--- src/rtl/div_metrics_pkg.sv ---
// Shared definitions for the divider error-metric collector: FSM states,
// default widths and the saturating add used by every accumulator.
package div_metrics_pkg;

  typedef enum logic [1:0] {
    ST_IDLE  = 2'd0,
    ST_RUN   = 2'd1,
    ST_DRAIN = 2'd2,
    ST_DONE  = 2'd3
  } state_t;

  localparam int DEF_W     = 8;
  localparam int DEF_CNT_W = 16;
  localparam int DEF_ACC_W = 40;

  // Adds two values (both already below 2**width) and clamps the sum at
  // 2**width-1. Bit 64 of the result is the saturation flag, bits 63:0 the
  // clamped sum. Valid for width 1..63.
  function automatic logic [64:0] sat_add(input logic [63:0] a,
                                          input logic [63:0] b,
                                          input int unsigned width);
    logic [64:0] sum;
    logic [63:0] lim;
    sum = {1'b0, a} + {1'b0, b};
    lim = 64'((65'd1 << width) - 65'd1);
    if (sum > {1'b0, lim}) begin
      return {1'b1, lim};
    end
    return {1'b0, sum[63:0]};
  endfunction

endpackage

--- src/rtl/div_err_stage.sv ---
// Registered first pipeline stage: magnitude of the difference of one value
// pair plus inequality flags for two value pairs.
module div_err_stage #(
  parameter int W = 8
) (
  input  logic         clk,
  input  logic         rst_n,
  input  logic         in_valid,
  input  logic [W-1:0] a_exact,
  input  logic [W-1:0] a_approx,
  input  logic [W-1:0] b_exact,
  input  logic [W-1:0] b_approx,
  output logic         out_valid,
  output logic [W-1:0] abs_diff,
  output logic         a_neq,
  output logic         b_neq
);

  logic signed [W:0] diff;
  logic [W-1:0]      mag;

  // Signed difference in W+1 bits; its magnitude always fits in W bits.
  always_comb begin
    diff = $signed({1'b0, a_exact}) - $signed({1'b0, a_approx});
    mag  = diff[W] ? W'(-diff) : W'(diff);
  end

  // Stage register; data only moves when a sample enters.
  always_ff @(posedge clk or negedge rst_n) begin
    if (!rst_n) begin
      out_valid <= 1'b0;
      abs_diff  <= '0;
      a_neq     <= 1'b0;
      b_neq     <= 1'b0;
    end else begin
      out_valid <= in_valid;
      if (in_valid) begin
        abs_diff <= mag;
        a_neq    <= (a_exact != a_approx);
        b_neq    <= (b_exact != b_approx);
      end
    end
  end

endmodule

--- src/rtl/div_err_accum.sv ---
// Error-metric collector for approximate dividers. Over a run of N samples it
// accumulates squared and absolute quotient error, the maximum absolute error
// and quotient/remainder mismatch counts, saturating every figure.
//
// Handshake: a sample transfers on a rising edge where in_valid and in_ready
// are both high; in_ready depends only on registered state, in_valid must not
// depend on in_ready, and the sample fields are ignored when in_valid is low.
//
// Pipeline: S1 (div_err_stage) captures |q diff| and the flags on the
// handshake edge k; a product register forms the square at k+1; the
// accumulators update at k+2. Nothing in the pipeline stalls.
module div_err_accum
  import div_metrics_pkg::*;
#(
  parameter int W     = DEF_W,
  parameter int CNT_W = DEF_CNT_W,
  parameter int ACC_W = DEF_ACC_W
) (
  input  logic             clk,
  input  logic             rst_n,
  input  logic             start,
  input  logic [CNT_W-1:0] num_samples,
  input  logic             in_valid,
  output logic             in_ready,
  input  logic [W-1:0]     q_exact,
  input  logic [W-1:0]     q_approx,
  input  logic [W-1:0]     r_exact,
  input  logic [W-1:0]     r_approx,
  output logic             busy,
  output logic             done,
  output logic [ACC_W-1:0] sum_sq_err,
  output logic [ACC_W-1:0] sum_abs_err,
  output logic [W-1:0]     max_abs_err,
  output logic [CNT_W-1:0] q_mismatch,
  output logic [CNT_W-1:0] r_mismatch,
  output logic             overflow,
  output logic [1:0]       state_dbg
);

  state_t           state, state_nx;
  logic             done_nx;
  logic [CNT_W-1:0] n_q, accepted;
  logic             take, start_ok, last_take;

  logic             s1_valid, s1_qneq, s1_rneq;
  logic [W-1:0]     s1_abs;
  logic             s2_valid, s2_qneq, s2_rneq;
  logic [W-1:0]     s2_abs;
  logic [2*W-1:0]   s2_sq;

  logic [64:0]      sq_res, abs_res, qm_res, rm_res;
  logic             sq_hit, abs_hit, qm_hit, rm_hit;

  assign state_dbg = state;
  assign in_ready  = (state == ST_RUN) && (accepted < n_q);
  assign busy      = (state == ST_RUN) || (state == ST_DRAIN);
  assign take      = in_valid && in_ready;
  assign start_ok  = start && ((state == ST_IDLE) || (state == ST_DONE));
  assign last_take = take && (CNT_W'(accepted + 1'b1) == n_q);

  // Next-state and done-pulse decode.
  always_comb begin
    state_nx = state;
    done_nx  = 1'b0;
    case (state)
      ST_IDLE, ST_DONE: begin
        if (start_ok) begin
          if (num_samples == '0) begin
            state_nx = ST_DONE;
            done_nx  = 1'b1;
          end else begin
            state_nx = ST_RUN;
          end
        end
      end
      ST_RUN: begin
        if (last_take) state_nx = ST_DRAIN;
      end
      ST_DRAIN: begin
        // With S1 empty, only the last sample is left in the product
        // register and it lands in the accumulators on this edge.
        if (!s1_valid) begin
          state_nx = ST_DONE;
          done_nx  = 1'b1;
        end
      end
      default: state_nx = ST_IDLE;
    endcase
  end

  // State register and registered done pulse.
  always_ff @(posedge clk or negedge rst_n) begin
    if (!rst_n) begin
      state <= ST_IDLE;
      done  <= 1'b0;
    end else begin
      state <= state_nx;
      done  <= done_nx;
    end
  end

  // Run length latch and accepted-sample counter.
  always_ff @(posedge clk or negedge rst_n) begin
    if (!rst_n) begin
      n_q      <= '0;
      accepted <= '0;
    end else if (start_ok) begin
      n_q      <= num_samples;
      accepted <= '0;
    end else if (take) begin
      accepted <= accepted + 1'b1;
    end
  end

  div_err_stage #(.W(W)) u_s1 (
    .clk       (clk),
    .rst_n     (rst_n),
    .in_valid  (take),
    .a_exact   (q_exact),
    .a_approx  (q_approx),
    .b_exact   (r_exact),
    .b_approx  (r_approx),
    .out_valid (s1_valid),
    .abs_diff  (s1_abs),
    .a_neq     (s1_qneq),
    .b_neq     (s1_rneq)
  );

  // Product register: square of the S1 magnitude, carried with its flags.
  always_ff @(posedge clk or negedge rst_n) begin
    if (!rst_n) begin
      s2_valid <= 1'b0;
      s2_sq    <= '0;
      s2_abs   <= '0;
      s2_qneq  <= 1'b0;
      s2_rneq  <= 1'b0;
    end else begin
      s2_valid <= s1_valid;
      if (s1_valid) begin
        s2_sq   <= (2*W)'(s1_abs) * (2*W)'(s1_abs);
        s2_abs  <= s1_abs;
        s2_qneq <= s1_qneq;
        s2_rneq <= s1_rneq;
      end
    end
  end

  // Saturating sums. The clamped result never has bits set above the
  // accumulator width, so OR-ing them into the hit flag changes nothing.
  always_comb begin
    sq_res  = sat_add(64'(sum_sq_err),  64'(s2_sq),   ACC_W);
    abs_res = sat_add(64'(sum_abs_err), 64'(s2_abs),  ACC_W);
    qm_res  = sat_add(64'(q_mismatch),  64'(s2_qneq), CNT_W);
    rm_res  = sat_add(64'(r_mismatch),  64'(s2_rneq), CNT_W);
    sq_hit  = sq_res[64]  | (|sq_res[63:ACC_W]);
    abs_hit = abs_res[64] | (|abs_res[63:ACC_W]);
    qm_hit  = qm_res[64]  | (|qm_res[63:CNT_W]);
    rm_hit  = rm_res[64]  | (|rm_res[63:CNT_W]);
  end

  // Accumulators: cleared by an accepted start, updated per drained sample.
  always_ff @(posedge clk or negedge rst_n) begin
    if (!rst_n) begin
      sum_sq_err  <= '0;
      sum_abs_err <= '0;
      max_abs_err <= '0;
      q_mismatch  <= '0;
      r_mismatch  <= '0;
      overflow    <= 1'b0;
    end else if (start_ok) begin
      sum_sq_err  <= '0;
      sum_abs_err <= '0;
      max_abs_err <= '0;
      q_mismatch  <= '0;
      r_mismatch  <= '0;
      overflow    <= 1'b0;
    end else if (s2_valid) begin
      sum_sq_err  <= sq_res[ACC_W-1:0];
      sum_abs_err <= abs_res[ACC_W-1:0];
      q_mismatch  <= qm_res[CNT_W-1:0];
      r_mismatch  <= rm_res[CNT_W-1:0];
      if (s2_abs > max_abs_err) max_abs_err <= s2_abs;
      if (sq_hit || abs_hit || qm_hit || rm_hit) overflow <= 1'b1;
    end
  end

endmodule

--- config.mk ---
export PLATFORM = sky130hd
export DESIGN_NAME = div_err_accum
export DESIGN_NICKNAME = d
export VERILOG_FILES = /design/src/rtl/div_metrics_pkg.sv /design/src/rtl/div_err_stage.sv /design/src/rtl/div_err_accum.sv
export SDC_FILE = /design/constraint.sdc
export NUM_CORES = 1
export LEC_CHECK = 0
export CORE_AREA = 2 2 161 163
export CTS_CLUSTER_DIAMETER = 150
export DETAILED_ROUTE_END_ITERATION = 7
export DIE_AREA = 0 0 163 165
export PLACE_DENSITY = 0.79
export SLEW_MARGIN = 20
export SYNTH_ARGS = -nofsm -noshare
export SYNTH_HDL_FRONTEND = slang
export SYNTH_HIERARCHICAL = 1
export SYNTH_SLANG_ARGS = --single-unit
--- constraint.sdc ---
create_clock -name clk -period 6 [get_ports clk]
set_input_delay 1.2 -clock clk [delete_from_list [all_inputs] [get_ports clk]]
set_output_delay 1.2 -clock clk [all_outputs]
set_load 0.02 [all_outputs]
## Word-level counts from Yosys, hierarchy flattened

Index checks and enable logic that the tools add are counted.

- Reduce and logical (&&, ||, !) cells: 23
- Bitwise operators: 4
- Magnitude comparators: 6
- $add $sub $neg: 7
- Multiply operators: 1
- Multiplexer cells: 38
- Equality and inequality tests: 9

Operators with widths:

| cell | number |
|---|---|
| 65-bit 2-to-1 mux | 8 |
| 40-bit 2-to-1 mux | 4 |
| 16-bit 2-to-1 mux | 6 |
| 48-bit OR reduction | 2 |
| 41-bit by 40-bit greater-than comparator with 1-bit output, second input constant | 2 |
| 24-bit OR reduction | 2 |
| 40-bit by 16-bit adder with 41-bit output | 1 |
| 40-bit by 8-bit adder with 41-bit output | 1 |
| 16-bit by 1-bit adder with 17-bit output | 2 |
| 17-bit by 16-bit greater-than comparator with 1-bit output, second input constant | 2 |
| 8-bit 2-to-1 mux | 4 |
| 16-bit by 1-bit adder with 16-bit output, second input constant | 1 |
| 16-bit == test | 1 |
| 16-bit logical NOT | 1 |
| 16-bit less-than comparator | 1 |
| 8-bit by 8-bit multiplier with 16-bit output | 1 |
| 8-bit != test | 2 |
| 1-bit 2-to-1 mux | 10 |
| 8-bit by 8-bit subtractor with 9-bit output | 1 |
| 8-bit greater-than comparator | 1 |
| 2-bit 2-to-1 mux | 4 |
| 8-bit negation | 1 |
| 2-bit nonzero test | 4 |
| 2-bit != test, second input constant | 3 |
| other kinds (11) | 23 |

- Output and inout port bits: 126
- Register bits after elaboration: 194

## Longest topological paths before layout

Gate-level depths: netlist (run 1).

- Depth after elaboration: 12
- Mapped depth: 18
- Gate-level depth less buffers: 17

## By module

The synthesis (run 1) kept the hierarchy.

Modules (own cells, without submodules):

| module | instances | seq. area each (um2) | cells each | area an instance (um2) |
|---|---|---|---|---|
| div_err_accum | 1 | 4529.3 | 1355 | 12259.3 |
| div_err_stage | 1 | 275.3 | 124 | 1063.5 |

## Worst setup path before layout (run 1)

No wires, ideal clock.

- Kind: register to register
- From: reg u_s1.abs_diff[1]
- To: reg s2_sq[14]
- Data required time: 5.875 ns
- Stages on the path, launching flop included: 13
- Data arrival time: 4.300 ns
- Buffers on the path: 1
- Setup slack: 1.576 ns
- Period minus slack after synthesis: 4.424 ns
- Path through: dfrtp_1 clkbuf_1 and2_1 fa_1 fa_1 fa_1 fa_1 ha_1 o41a_1 a41o_1 o41ai_1 xnor2_1 mux2_2

- Word-level cells in the longest chain between the ends: 1

RTL lines:

| element | line | source |
|---|---|---|
| from (decl) | div_err_stage.sv:14 | `output logic [W-1:0] abs_diff,` |
| from (signal assigned) | div_err_stage.sv:38 | `abs_diff <= mag;` |
| 8-bit by 8-bit multiplier with 16-bit output | div_err_accum.sv:140 | `s2_sq <= (2*W)'(s1_abs) * (2*W)'(s1_abs);` |
| to (signal assigned) | div_err_accum.sv:140 |  |
| to (decl) | div_err_accum.sv:49 | `logic [2*W-1:0] s2_sq;` |

Every way passes these cells.
A chain may end at the register's enable or synchronous reset.

## Worst setup path after layout (run 1)

- From: reg u_s1.abs_diff[5]
- To: reg s2_sq[15]

The elaborated chain is that of the path after synthesis.

==> results by group, run 1 <==
Run status
  • Run status: completed

STA
  • Max Clock Freq: 212.6 MHz
  • Slew headroom: 0.3296
  • Hold Vio Cnt, Final: 0
  • Slew Viols, Final: 0
  • Final Cycle Share: 0.7838
  • Setup TNS: 0 ns
  • RSZ-0062 raised after global routing: no
  • Hold WS: 0.5092 ns
  • Clk_skew: ~0.011 ns
  • Min Tclk post-route: 4.703 ns
  • Final setup vio count: 0
  • Setup WS post-layout: 1.297 ns
  • Slew @ Worst Pin: 1.006 ns

Detailed routing
  • DRC: 0
  • Starting DRT DRC Count: 1,180
  • DR WL/cell: about 18 um
  • DRT Pass-1 Iters: 6
  • Via Count: between 10,000 and 15,000
  • Routed Wire Length: 34.55 mm
  • ANT nets after route: 0
  • Avg Vias per Cell: 6.051

Floorplan
  • Die area: about 27,000 um^2
  • Top Ports: 178
  • # rows: 58
  • Die height: 165 um
  • Chip Width: 163 um
  • Core Area: about 25,000 um^2
  • Starting Density: 0.5321

Synthesis
  • Synth area leader: dfrtp_1
  • Synth cell count leaders: dfrtp_1, nand2_1, nor2_1
  • Share of the synthesized area in the top cell type: 0.3606
  • Main flop type after synthesis: dfrtp_1
  • Avg Cell Area, Syn: 9.008 um^2
  • Post-synthesis cell area: 13,320 um^2
  • Syn nets: 1,651
  • Cells after Synth: about 1,500
  • Synth async-reset ratio: 1.000
  • Sequential fraction of the synthesis area: 0.3606
  • Number of synthesized flops with an enable pin: 0
  • Warnings, synthesis: 6
  • Most common cell in the netlist: dfrtp_1
  • Synth area leaders: dfrtp_1, ha_1, fa_1, o21ai_0, a21oi_1
  • Distinct cell type count of the synthesized netlist: 89
  • #FFs+latches synth: about 190

Layout
  • # fillers: 2,088
  • Post-route insts no fill: 1,960
  • Area Overhead vs Synth: 19.40%
  • ANT cells: 0
  • Nets: 1,789
  • Share of cells above drive strength 1: 0.05767

Power and ir drop
  • Worst VDD drop: 0.6865 mV
  • Power Density: approximately 540 nW/um^2
  • Pleak: 7.001 nW

Placed design
  • DPL Wire Length: 25.40 mm
  • Placed cell count: 1,928
  • Dpl ws: 1.330 ns
  • Placer Congestion: 0.8867
  • I/O Buffers: 177

Setup path
  • CP cell instances: nand2_1 -> inv_1 -> fa_1 -> fa_1 -> fa_1 -> fa_1 -> ha_1 -> nor3_1 -> o211ai_1 -> a311oi_1 -> o21bai_1 -> a21oi_1 -> xor2_1 -> mux2_2
  • Startpoint types: register
  • Worst EP required: around 6.3 ns
  • Critical Path Max Stage Delay: 0.61 ns
  • Critical path's top delay family: adder cells
  • CP max FO: 12
  • WP buf/inv: 1
  • Most frequent CP cell: fa_1
  • Setup Crit Path Kind: register to register
  • Slowest cell on crit path: dfrtp_1
  • Crit. End Element: register
  • CP arrival: 5.03 ns

Clock tree
  • Post-CTS setup buffer count: 0
  • H-tree levels: 4
  • Num CTS Buffers: 17
  • TritonCTS clock tree: done
  • Clk root buf: clkbuf_16
  • CTS max path bufs: 2
  • Post-CTS resize count: 0
  • Clock latency on the worst-skew pair: 0.44 ns
  • CTS Hold Bufs: 0
  • Clk sink count: about 190
  • Clock-pin transition on the worst setup and hold timing paths: 0.07 ns

Global routing
  • Vias in the first global route: 11,198
  • Largest net degree at the start of global routing: ~120
  • Total Routing Usage GR: 0.2589
  • Total global routing overflow: 0
  • Initial antenna violation count: 0
  • First-pass GRT wire length: 56.13 mm

Worst hold path
  • Hold WC Path Type: register to register

Job
  • Max_cap viols: 0
placed cells by master (no fill, tap or decap), types with 11 or more instances in the layout:
cell	instances
dfrtp_1	190
clkdlybuf4s50_1	176
nand2_1	113
nor2_1	109
inv_1	102
o21ai_0	93
ha_1	93
a21oi_1	88
a31oi_1	56
and3_1	44
nor3_1	42
xnor2_1	41
nand3_1	41
xor2_1	31
and2_1	30
nand4_1	27
fa_1	27
a211oi_1	23
mux2_2	21
and4_1	20
a311oi_1	18
or3_1	17
clkbuf_16	17
nor4_1	15
o21a_1	14
mux2i_1	13
nor2b_1	11
worst register-to-register path, delay by kind of cell, from the launching register on:
family / cells / cell delay, ns
AOI/OAI and AO/OA: 4 / 0.91
xor gates and xnor gates: 1 / 0.09
adders and majority gates: 5 / 2.25
buffers and inverters: 1 / 0.10
DFF: 1 / 0.61
muxes: 1 / 0.26
and+or+nand+nor: 2 / 0.38
power breakdown:
part / internal, W / switching (W) / total [W] / leakage, nW
combinational: 0.00253 / 0.00286 / 0.00539 / 4.62
sequential: 0.00167 / 0.000426 / 0.00210 / 2.10
clock: 0.000622 / 0.000529 / 0.00115 / 0.280
total: 0.00482 / 0.00382 / 0.00864 / 7.00
area by class of cell:
| cell class | instances | area [um^2] | area share |
|---|---|---|---|
| Multi-Input combinational cell | 1116 | 7866 | 0.4945 |
| Clock buffer | 18 | 429.2 | 0.02698 |
| Tap cell | 330 | 412.9 | 0.02596 |
| Sequential cell | 192 | 4810 | 0.3023 |
| Timing Repair Buffer | 186 | 1843 | 0.1159 |
| Inverter | 104 | 390.4 | 0.02454 |
| Clock inverter | 14 | 156.4 | 0.009832 |
flip-flops by register name (all words and copies together) (netlist names):
name            flops
accepted           16
done                1
max_abs_err         8
n_q                16
overflow            1
q_mismatch         16
r_mismatch         16
s2_abs              8
s2_qneq             1
s2_rneq             1
s2_sq              14
s2_valid            1
state_dbg           2
sum_abs_err        40
sum_sq_err         40
u_s1/a_neq          1
u_s1/abs_diff       8
u_s1/b_neq          1
u_s1/out_valid      1
cell families (layout without fill, tap and decap cells):
| family | Yosys count | after routing | synth area share |
|---|---|---|---|
| and+or+nand+nor | 505 | 505 | 0.1967 |
| AOI/OAI and AO/OA | 384 | 384 | 0.1891 |
| DFF | 192 | 192 | 0.3606 |
| buffers and inverters | 171 | 322 | 0.05006 |
| adders and majority gates | 120 | 120 | 0.1279 |
| xor gates and xnor gates | 72 | 72 | 0.04733 |
| muxes | 35 | 35 | 0.02836 |
per-stage QoR:
step           total power, W  area (um^2)  utilization
6_report             0.008638        15910       0.6354
5_1_grt              0.009367        15910       0.6354
4_1_cts              0.008648        15910       0.6353
3_5_place_dp         0.007468        15320       0.6119
3_3_place_gp         0.007207        15320       0.6119
2_1_floorplan        0.005990        13320            -
metal layers:
metal	GRT usage	up-vias	share of wire
met5	0	-	0
met4	0.08246	0	0.021
met3	0.03742	41	0.059
met2	0.4318	345	0.49
met1	0.3491	5805	0.43
li1	-	5669	-
final timing paths:
| kind | from | endpoint | slack (ns) | depth (start not counted) |
|---|---|---|---|---|
| min in group asynchronous | rst_n | r_mismatch[12] | 0.89 | 1 |
| min | n_q[0] | n_q[0] | 0.51 | 2 |
| min reg2reg | n_q[0] | n_q[0] | 0.51 | 2 |
| max in group asynchronous | rst_n | u_s1/a_neq | 3.91 | 2 |
| max reg2reg | u_s1/abs_diff[5] | s2_sq[15] | 1.30 | 14 |
| max | u_s1/abs_diff[5] | s2_sq[15] | 1.30 | 14 |
No activity file was read; power rests on OpenSTA's default activity.
==> run 2: changes to the inputs <==
--- a/config.mk
+++ b/config.mk
@@ -5,10 +5,10 @@
 export SDC_FILE = /design/constraint.sdc
 export NUM_CORES = 1
 export LEC_CHECK = 0
-export CORE_AREA = 2 2 161 163
+export CORE_AREA = 2 2 165 167
 export CTS_CLUSTER_DIAMETER = 150
 export DETAILED_ROUTE_END_ITERATION = 7
-export DIE_AREA = 0 0 163 165
+export DIE_AREA = 0 0 167 169
 export PLACE_DENSITY = 0.79
 export SLEW_MARGIN = 20
 export SYNTH_ARGS = -nofsm -noshare
==> constraint.sdc (replaced) <==
create_clock -name clk -period 4.1 [get_ports clk]
set_input_delay 0.82 -clock clk [delete_from_list [all_inputs] [get_ports clk]]
set_output_delay 0.82 -clock clk [all_outputs]
set_load 0.02 [all_outputs]
==> results by group, run 2 (synthesis results as in run 1) <==
Floorplan
  • Die height: 169 um (was 165 um)
  • Core Area: 26,500 um^2 (was 25,040 um^2)
  • Top Ports: 178 (unchanged)
  • # rows: 60 (was 58)
  • Chip Width: 167 um (was 163 um)
  • Starting Density: 0.5027 (was 0.5321)
  • Die area: 28,220 um^2 (was 26,900 um^2)

Power and ir drop
  • Worst VDD drop: 1.036 mV (was 0.6865 mV)
  • Pleak: 7.280 nW (was 7.001 nW)
  • Power consumption: 0.01409 W (was 0.008638 W)
  • Power Density: 853.5 nW/um^2 (was 543.0 nW/um^2)

Clock tree
  • Clock latency on the worst-skew pair: 0.44 ns (about the same)
  • Clock-pin transition on the worst setup and hold timing paths: 0.08 ns (was 0.07 ns)
  • TritonCTS clock tree: done (unchanged)
  • Num CTS Buffers: 17 (unchanged)
  • Clk root buf: clkbuf_16 (unchanged)
  • Clk sink count: 192 (unchanged)
  • CTS max path bufs: 2 (unchanged)
  • H-tree levels: 4 (unchanged)

Run status
  • Failing checks: negative setup slack
  • Run status: complete, but fails checks (was completed)

Detailed routing
  • DRT Pass-1 Iters: 6 (unchanged)
  • Starting DRT DRC Count: 1,210 (was 1,180)
  • DR WL/cell: 17.66 um (was 17.63 um)
  • ANT nets after route: 0 (unchanged)
  • DRC: 0 (unchanged)
  • Via Count: 12,167 (was 11,860)
  • Avg Vias per Cell: 6.023 (was 6.051)
  • Routed Wire Length: 35.68 mm (was 34.55 mm)

STA
  • Hold Vio Cnt, Final: 0 (unchanged)
  • Slew @ Worst Pin: 0.8253 ns (was 1.006 ns)
  • Max Clock Freq: 236.2 MHz (was 212.6 MHz)
  • Setup WS post-layout: -0.1341 ns (was 1.297 ns)
  • Setup TNS: -0.2393 ns (was 0 ns)
  • Final Cycle Share: 1.033 (was 0.7838)
  • Min Tclk post-route: 4.234 ns (was 4.703 ns)
  • Clk_skew: 0.01100 ns (was 0.01102 ns)
  • Slew headroom: 0.4465 (was 0.3296)
  • RSZ-0062 raised after global routing: yes (was no)
  • Slew Viols, Final: 0 (unchanged)
  • Final setup vio count: 2 (was 0)

Placed design
  • Placed cell count: 1,976 (was 1,928)
  • I/O Buffers: 177 (unchanged)
  • DPL Wire Length: 25.95 mm (was 25.40 mm)
  • Placer Congestion: 0.8889 (was 0.8867)

Setup path
  • Crit. End Element: register (unchanged)
  • Setup Crit Path Kind: register to register (unchanged)
  • Reg2reg setup slack: -0.13 ns (was 1.30 ns)
  • Critical Path Max Stage Delay: 0.60 ns (was 0.61 ns)
  • CP arrival: 4.56 ns (was 5.03 ns)
  • Reg-to-Reg Start: u_s1/abs_diff[5] (unchanged)
  • Critical path's top delay family: adder cells (unchanged)
  • FF-to-FF End: s2_sq[15] (unchanged)
  • Worst EP required: 4.42 ns (was 6.33 ns)
  • Startpoint types: register (unchanged)
  • Slowest cell on crit path: fa_2 (was dfrtp_1)
  • Worst-case reg-to-reg path depth: 16 (was 14)
  • CP cell instances: nand2_2 -> inv_1 -> fa_2 -> xnor2_2 -> xnor2_2 -> fa_1 -> inv_1 -> fa_1 -> ha_4 -> nand2_1 -> o211ai_1 -> a311oi_2 -> o21bai_1 -> a21oi_1 -> xor2_1 -> mux2_4 (was nand2_1 -> inv_1 -> fa_1 -> fa_1 -> fa_1 -> fa_1 -> ha_1 -> nor3_1 -> o211ai_1 -> a311oi_1 -> o21bai_1 -> a21oi_1 -> xor2_1 -> mux2_2)
  • CP max FO: 5 (was 12)
  • WP buf/inv: 2 (was 1)

Layout
  • Most common cell after layout, fill and taps aside: dfrtp_1 (unchanged)
  • ANT cells: 0 (unchanged)
  • Post-route insts no fill: 2,020 (was 1,960)
  • Largest registers: sum_abs_err: 40 flops, sum_sq_err: 40 flops (unchanged)
  • Commonest cells after routing, fill and taps aside: dfrtp_1, clkdlybuf4s50_1, nor2_1, nand2_1, inv_1 (was dfrtp_1, clkdlybuf4s50_1, nand2_1, nor2_1, inv_1)
  • Fin util: 0.6229 (was 0.6354)
  • Area Overhead vs Synth: 23.91% (was 19.40%)
  • Share of cells above drive strength 1: 0.1060 (was 0.05767)
  • Nets: 1,838 (was 1,789)

Worst hold path
  • Hold WC Path Type: primary input to asynchronous set/reset pin (was register to register)

Global routing
  • Largest net degree at the start of global routing: 80 (was 119)
  • Initial antenna violation count: 0 (unchanged)
  • Vias in the first global route: 11,644 (was 11,198)
  • Total Routing Usage GR: 0.2477 (was 0.2589)
  • First-pass GRT wire length: 57.70 mm (was 56.13 mm)
  • Total global routing overflow: 0 (unchanged)

Job
  • Max_cap viols: 0 (unchanged)
[run 2: cell count changes in the layout (fill, tap and decap cells not counted), moves of 5 or more]
| cell | delta |
|---|---|
| dfrtp_2 | +5 |
| ha_4 | +6 |
| nand2_2 | +6 |
| nand2_1 | -7 |
| ha_1 | -6 |
| clkinv_4 | +5 |
| dfrtp_1 | -5 |
| buf_4 | +44 |
[run 2: per-stage QoR]
step / hold slack [ns] / worst slack [ns] / cell area (um^2)
floorplan: 0.3519 / 0.001548 / 13460
detailed placement: 0.4856 / -0.1927 / 15750
global placement: 0.4707 / -0.04019 / 15750
finish: 0.4105 / -0.1341 / 16510
CTS: 0.4321 / -0.1765 / 16420
global route: 0.4513 / -0.2601 / 16510
[run 2: power breakdown]
| group | internal [W] | leakage (nW) | switching (W) |
|---|---|---|---|
| Combinational | 0.00474 | 4.91 | 0.00462 |
| Clock | 0.000857 | 0.275 | 0.000793 |
| Sequential | 0.00245 | 2.10 | 0.000619 |
[run 2: area by class of cell]
| cell class | instances | area, um^2 |
|---|---|---|
| Multi-Input combinational cell | 1116 | 8044 |
| Inverter | 104 | 390.4 |
| Tap cell | 341 | 426.7 |
| Clock inverter | 15 | 158.9 |
| Fill cell | 2187 | 9992 |
| Clock buffer | 17 | 425.4 |
| Timing Repair Buffer | 235 | 2247 |
| Sequential cell | 192 | 4816 |
[run 2: what timing repair did]
action	4_1_cts	5_1_grt
setup buffers	8	5
hold buffers	0	0
endpoints found under the setup margin	3	4
pin swaps	9	14
resized for setup	11	17
[run 2: routing by layer]
layer | share of wire | vias up | global-route usage | wire length, um
li1 | - | 5757 | - | -
met2 | 0.48 | 488 | 0.4108 | 17110
met1 | 0.43 | 5860 | 0.3329 | 15350
met4 | 0.023 | 0 | 0.08058 | 823
met3 | 0.067 | 62 | 0.03998 | 2396
met5 | 0 | - | 0 | 0
[run 2: worst reg2reg max path, delay by kind of cell (launching register included)]
family	cells	cell delay [ns]
fa+ha+maj	4	1.96
compound gates	4	0.74
flops	1	0.46
xor+xnor	3	0.43
mux	1	0.26
simple gates	2	0.18
buf+inv	2	0.12
[run 2: worst max-delay path by stage]
| stage | start | end | cells after the start |
|---|---|---|---|
| after floorplan | u_s1/abs_diff[5] | s2_sq[14] | 17 |
| after global placement | u_s1/abs_diff[5] | s2_sq[15] | 13 |
| after detailed placement | u_s1/abs_diff[0] | s2_sq[15] | 17 |
| after CTS | u_s1/abs_diff[6] | s2_sq[14] | 13 |
| after global routing | u_s1/abs_diff[2] | s2_sq[15] | 17 |
| final | u_s1/abs_diff[5] | s2_sq[15] | 16 |
==> run 3: changes to the inputs <==
--- a/config.mk
+++ b/config.mk
@@ -5,10 +5,10 @@
 export SDC_FILE = /design/constraint.sdc
 export NUM_CORES = 1
 export LEC_CHECK = 0
-export CORE_AREA = 2 2 165 167
+export CORE_AREA = 2 2 161 163
 export CTS_CLUSTER_DIAMETER = 150
 export DETAILED_ROUTE_END_ITERATION = 7
-export DIE_AREA = 0 0 167 169
+export DIE_AREA = 0 0 163 165
 export PLACE_DENSITY = 0.79
 export SLEW_MARGIN = 20
 export SYNTH_ARGS = -nofsm -noshare
==> constraint.sdc (replaced) <==
create_clock -name clk -period 4.5 [get_ports clk]
set_input_delay 0.9 -clock clk [delete_from_list [all_inputs] [get_ports clk]]
set_output_delay 0.9 -clock clk [all_outputs]
set_load 0.02 [all_outputs]
==> results by group, run 3 (synthesis results as in run 1) <==
STA
  • Min Tclk post-route: 4.379 ns (was 4.234 ns)
  • Final Cycle Share: 0.9731 (was 1.033)
  • Max Clock Freq: 228.4 MHz (was 236.2 MHz)
  • Slew @ Worst Pin: 0.8731 ns (was 0.8253 ns)
  • Hold Vio Cnt, Final: 0 (unchanged)
  • Slew Viols, Final: 0 (unchanged)
  • Clk_skew: 0.01165 ns (was 0.01100 ns)
  • Setup TNS: 0 ns (was -0.2393 ns)
  • Slew headroom: 0.4144 (was 0.4465)
  • Final setup vio count: 0 (was 2)

Floorplan
  • Starting Density: 0.5321 (was 0.5027)
  • Die area: 26,900 um^2 (was 28,220 um^2)
  • # rows: 58 (was 60)
  • Top Ports: 178 (unchanged)
  • Core Area: 25,040 um^2 (was 26,500 um^2)
  • Chip Width: 163 um (was 167 um)
  • Die height: 165 um (was 169 um)

Detailed routing
  • ANT nets after route: 0 (unchanged)
  • DR WL/cell: 18.00 um (was 17.66 um)
  • DRC: 0 (unchanged)
  • Via Count: 12,064 (was 12,167)
  • Starting DRT DRC Count: 1,320 (was 1,210)
  • Avg Vias per Cell: 6.102 (was 6.023)
  • DRT Pass-1 Iters: 7 (was 6)
  • Routed Wire Length: 35.58 mm (was 35.68 mm)

Setup path
  • CP max FO: 5 (unchanged)
  • Critical Path Max Stage Delay: 0.61 ns (was 0.60 ns)
  • CP arrival: 4.71 ns (was 4.56 ns)
  • Critical path's top delay family: adder cells (unchanged)
  • Startpoint types: register (unchanged)
  • Crit. End Element: register (unchanged)
  • Setup Crit Path Kind: register to register (unchanged)
  • CP cell instances: and2_1 -> fa_2 -> fa_1 -> fa_1 -> fa_1 -> ha_2 -> nor3_2 -> o211ai_1 -> a311oi_2 -> o21bai_1 -> a21oi_1 -> xor2_1 -> mux2_2 (was nand2_2 -> inv_1 -> fa_2 -> xnor2_2 -> xnor2_2 -> fa_1 -> inv_1 -> fa_1 -> ha_4 -> nand2_1 -> o211ai_1 -> a311oi_2 -> o21bai_1 -> a21oi_1 -> xor2_1 -> mux2_4)
  • Worst EP required: 4.83 ns (was 4.42 ns)
  • Slowest cell on crit path: fa_2 (unchanged)
  • WP buf/inv: 0 (was 2)
  • Reg2reg setup slack: 0.12 ns (was -0.13 ns)
  • Most frequent CP cell: fa_1

Global routing
  • First-pass GRT wire length: 57.18 mm (was 57.70 mm)
  • Total global routing overflow: 0 (unchanged)
  • Initial antenna violation count: 0 (unchanged)
  • Vias in the first global route: 11,313 (was 11,644)
  • Total Routing Usage GR: 0.2634 (was 0.2477)
  • Largest net degree at the start of global routing: 99 (was 80)

Run status
  • Run status: completed (was complete, but fails checks)

Clock tree
  • CTS Hold Bufs: 0 (unchanged)
  • Clk sink count: 192 (unchanged)
  • Clock latency on the worst-skew pair: 0.44 ns (about the same)
  • Clock-pin transition on the worst setup and hold timing paths: 0.07 ns (was 0.08 ns)
  • Num CTS Buffers: 17 (unchanged)
  • TritonCTS clock tree: done (unchanged)
  • H-tree levels: 4 (unchanged)
  • Clk root buf: clkbuf_16 (unchanged)
  • CTS max path bufs: 2 (unchanged)

Layout
  • Nets: 1,807 (was 1,838)
  • Most common cell after layout, fill and taps aside: dfrtp_1 (unchanged)
  • Multi-input gate area: 7975 um^2 (was 8044 um^2)
  • Commonest cells after routing, fill and taps aside: dfrtp_1, clkdlybuf4s50_1, nand2_1, nor2_1, inv_1 (was dfrtp_1, clkdlybuf4s50_1, nor2_1, nand2_1, inv_1)
  • Share of cells above drive strength 1: 0.08136 (was 0.1060)
  • # fillers: 2,017 (was 2,187)
  • Largest registers: sum_abs_err: 40 flops, sum_sq_err: 40 flops (unchanged)
  • Storage cell area: 4812 um^2 (was 4816 um^2)
  • Area Overhead vs Synth: 21.39% (was 23.91%)
  • Fin util: 0.6460 (was 0.6229)
  • ANT cells: 0 (unchanged)

Placed design
  • DPL Wire Length: 25.77 mm (was 25.95 mm)
  • Placer Congestion: 0.9029 (was 0.8889)
  • I/O Buffers: 177 (unchanged)

Worst hold path
  • Hold WC Path Type: register to register (was primary input to asynchronous set/reset pin)

Power and ir drop
  • Pleak: 7.104 nW (was 7.280 nW)
  • Worst VDD drop: 0.8842 mV (was 1.036 mV)
  • Power Density: 749.0 nW/um^2 (was 853.5 nW/um^2)

Job
  • Max_cap viols: 0 (unchanged)
==> run 3: where the power goes <==
group	switching [W]	total (W)	internal (W)
clock network	0.000724	0.00157	0.000845
logic	0.00404	0.00777	0.00373
registers	0.000544	0.00278	0.00223
total	0.00531	0.0121	0.00680
==> run 3: worst register-to-register path: cells and delay by family, from the launching register on <==
family / cells / cell delay, ns
compound gates: 4 / 0.81
xor+xnor: 1 / 0.08
fa+ha+maj: 5 / 2.24
flops: 1 / 0.44
mux: 1 / 0.26
simple gates: 2 / 0.43
==> run 3: area by class of cell <==
cell class                 instances  area share
clock inverter                    13    0.009438
clock buffer                      18     0.02715
tap                              330     0.02553
multi-input combinational       1116      0.4931
timing repair buffer             204      0.1231
sequential                       192      0.2975
inverter                         104     0.02414
==> run 3: through the flow <==
step / std cells / total power (W) / setup WS, ns / area, um^2 / hold WS, ns
after floorplan: 1479 / 0.007987 / 0.07577 / 13320 / 0.3519
after global placement: 1942 / 0.009685 / 0.1543 / 15440 / 0.4726
after detailed placement: 1942 / 0.009985 / 0.01389 / 15440 / 0.4923
after CTS: 1973 / 0.01163 / 0.06231 / 16040 / 0.5055
after global routing: 1977 / 0.01307 / -0.04710 / 16170 / 0.5316
final: 1977 / 0.01211 / 0.1209 / 16170 / 0.5045
==> run 3: path summary, 6_finish.rpt <==
path                                   from        endpoint  depth (start not counted)
setup / recovery           u_s1/abs_diff[4]       s2_sq[15]                         13
hold / removal                q_mismatch[8]   q_mismatch[8]                          1
setup reg to reg           u_s1/abs_diff[4]       s2_sq[15]                         13
hold reg to reg               q_mismatch[8]   q_mismatch[8]                          1
max in group asynchronous             rst_n  q_mismatch[15]                          2
min in group asynchronous             rst_n  r_mismatch[10]                          1
==> run 3: what timing repair did <==
action / 4_1_cts / 5_1_grt
setup buffers: 0 / 4
resized for setup: 2 / 22
endpoints found under the setup margin: 2 / 2
pin swaps: 0 / 13
==> run 3: metal layers <==
metal  part of all wire  vias up  track usage
li1                   -     5700            -
met1               0.44     5889       0.3564
met2               0.48      421       0.4403
met3              0.061       54      0.03842
met4              0.019        0      0.07884
met5                  0        -            0
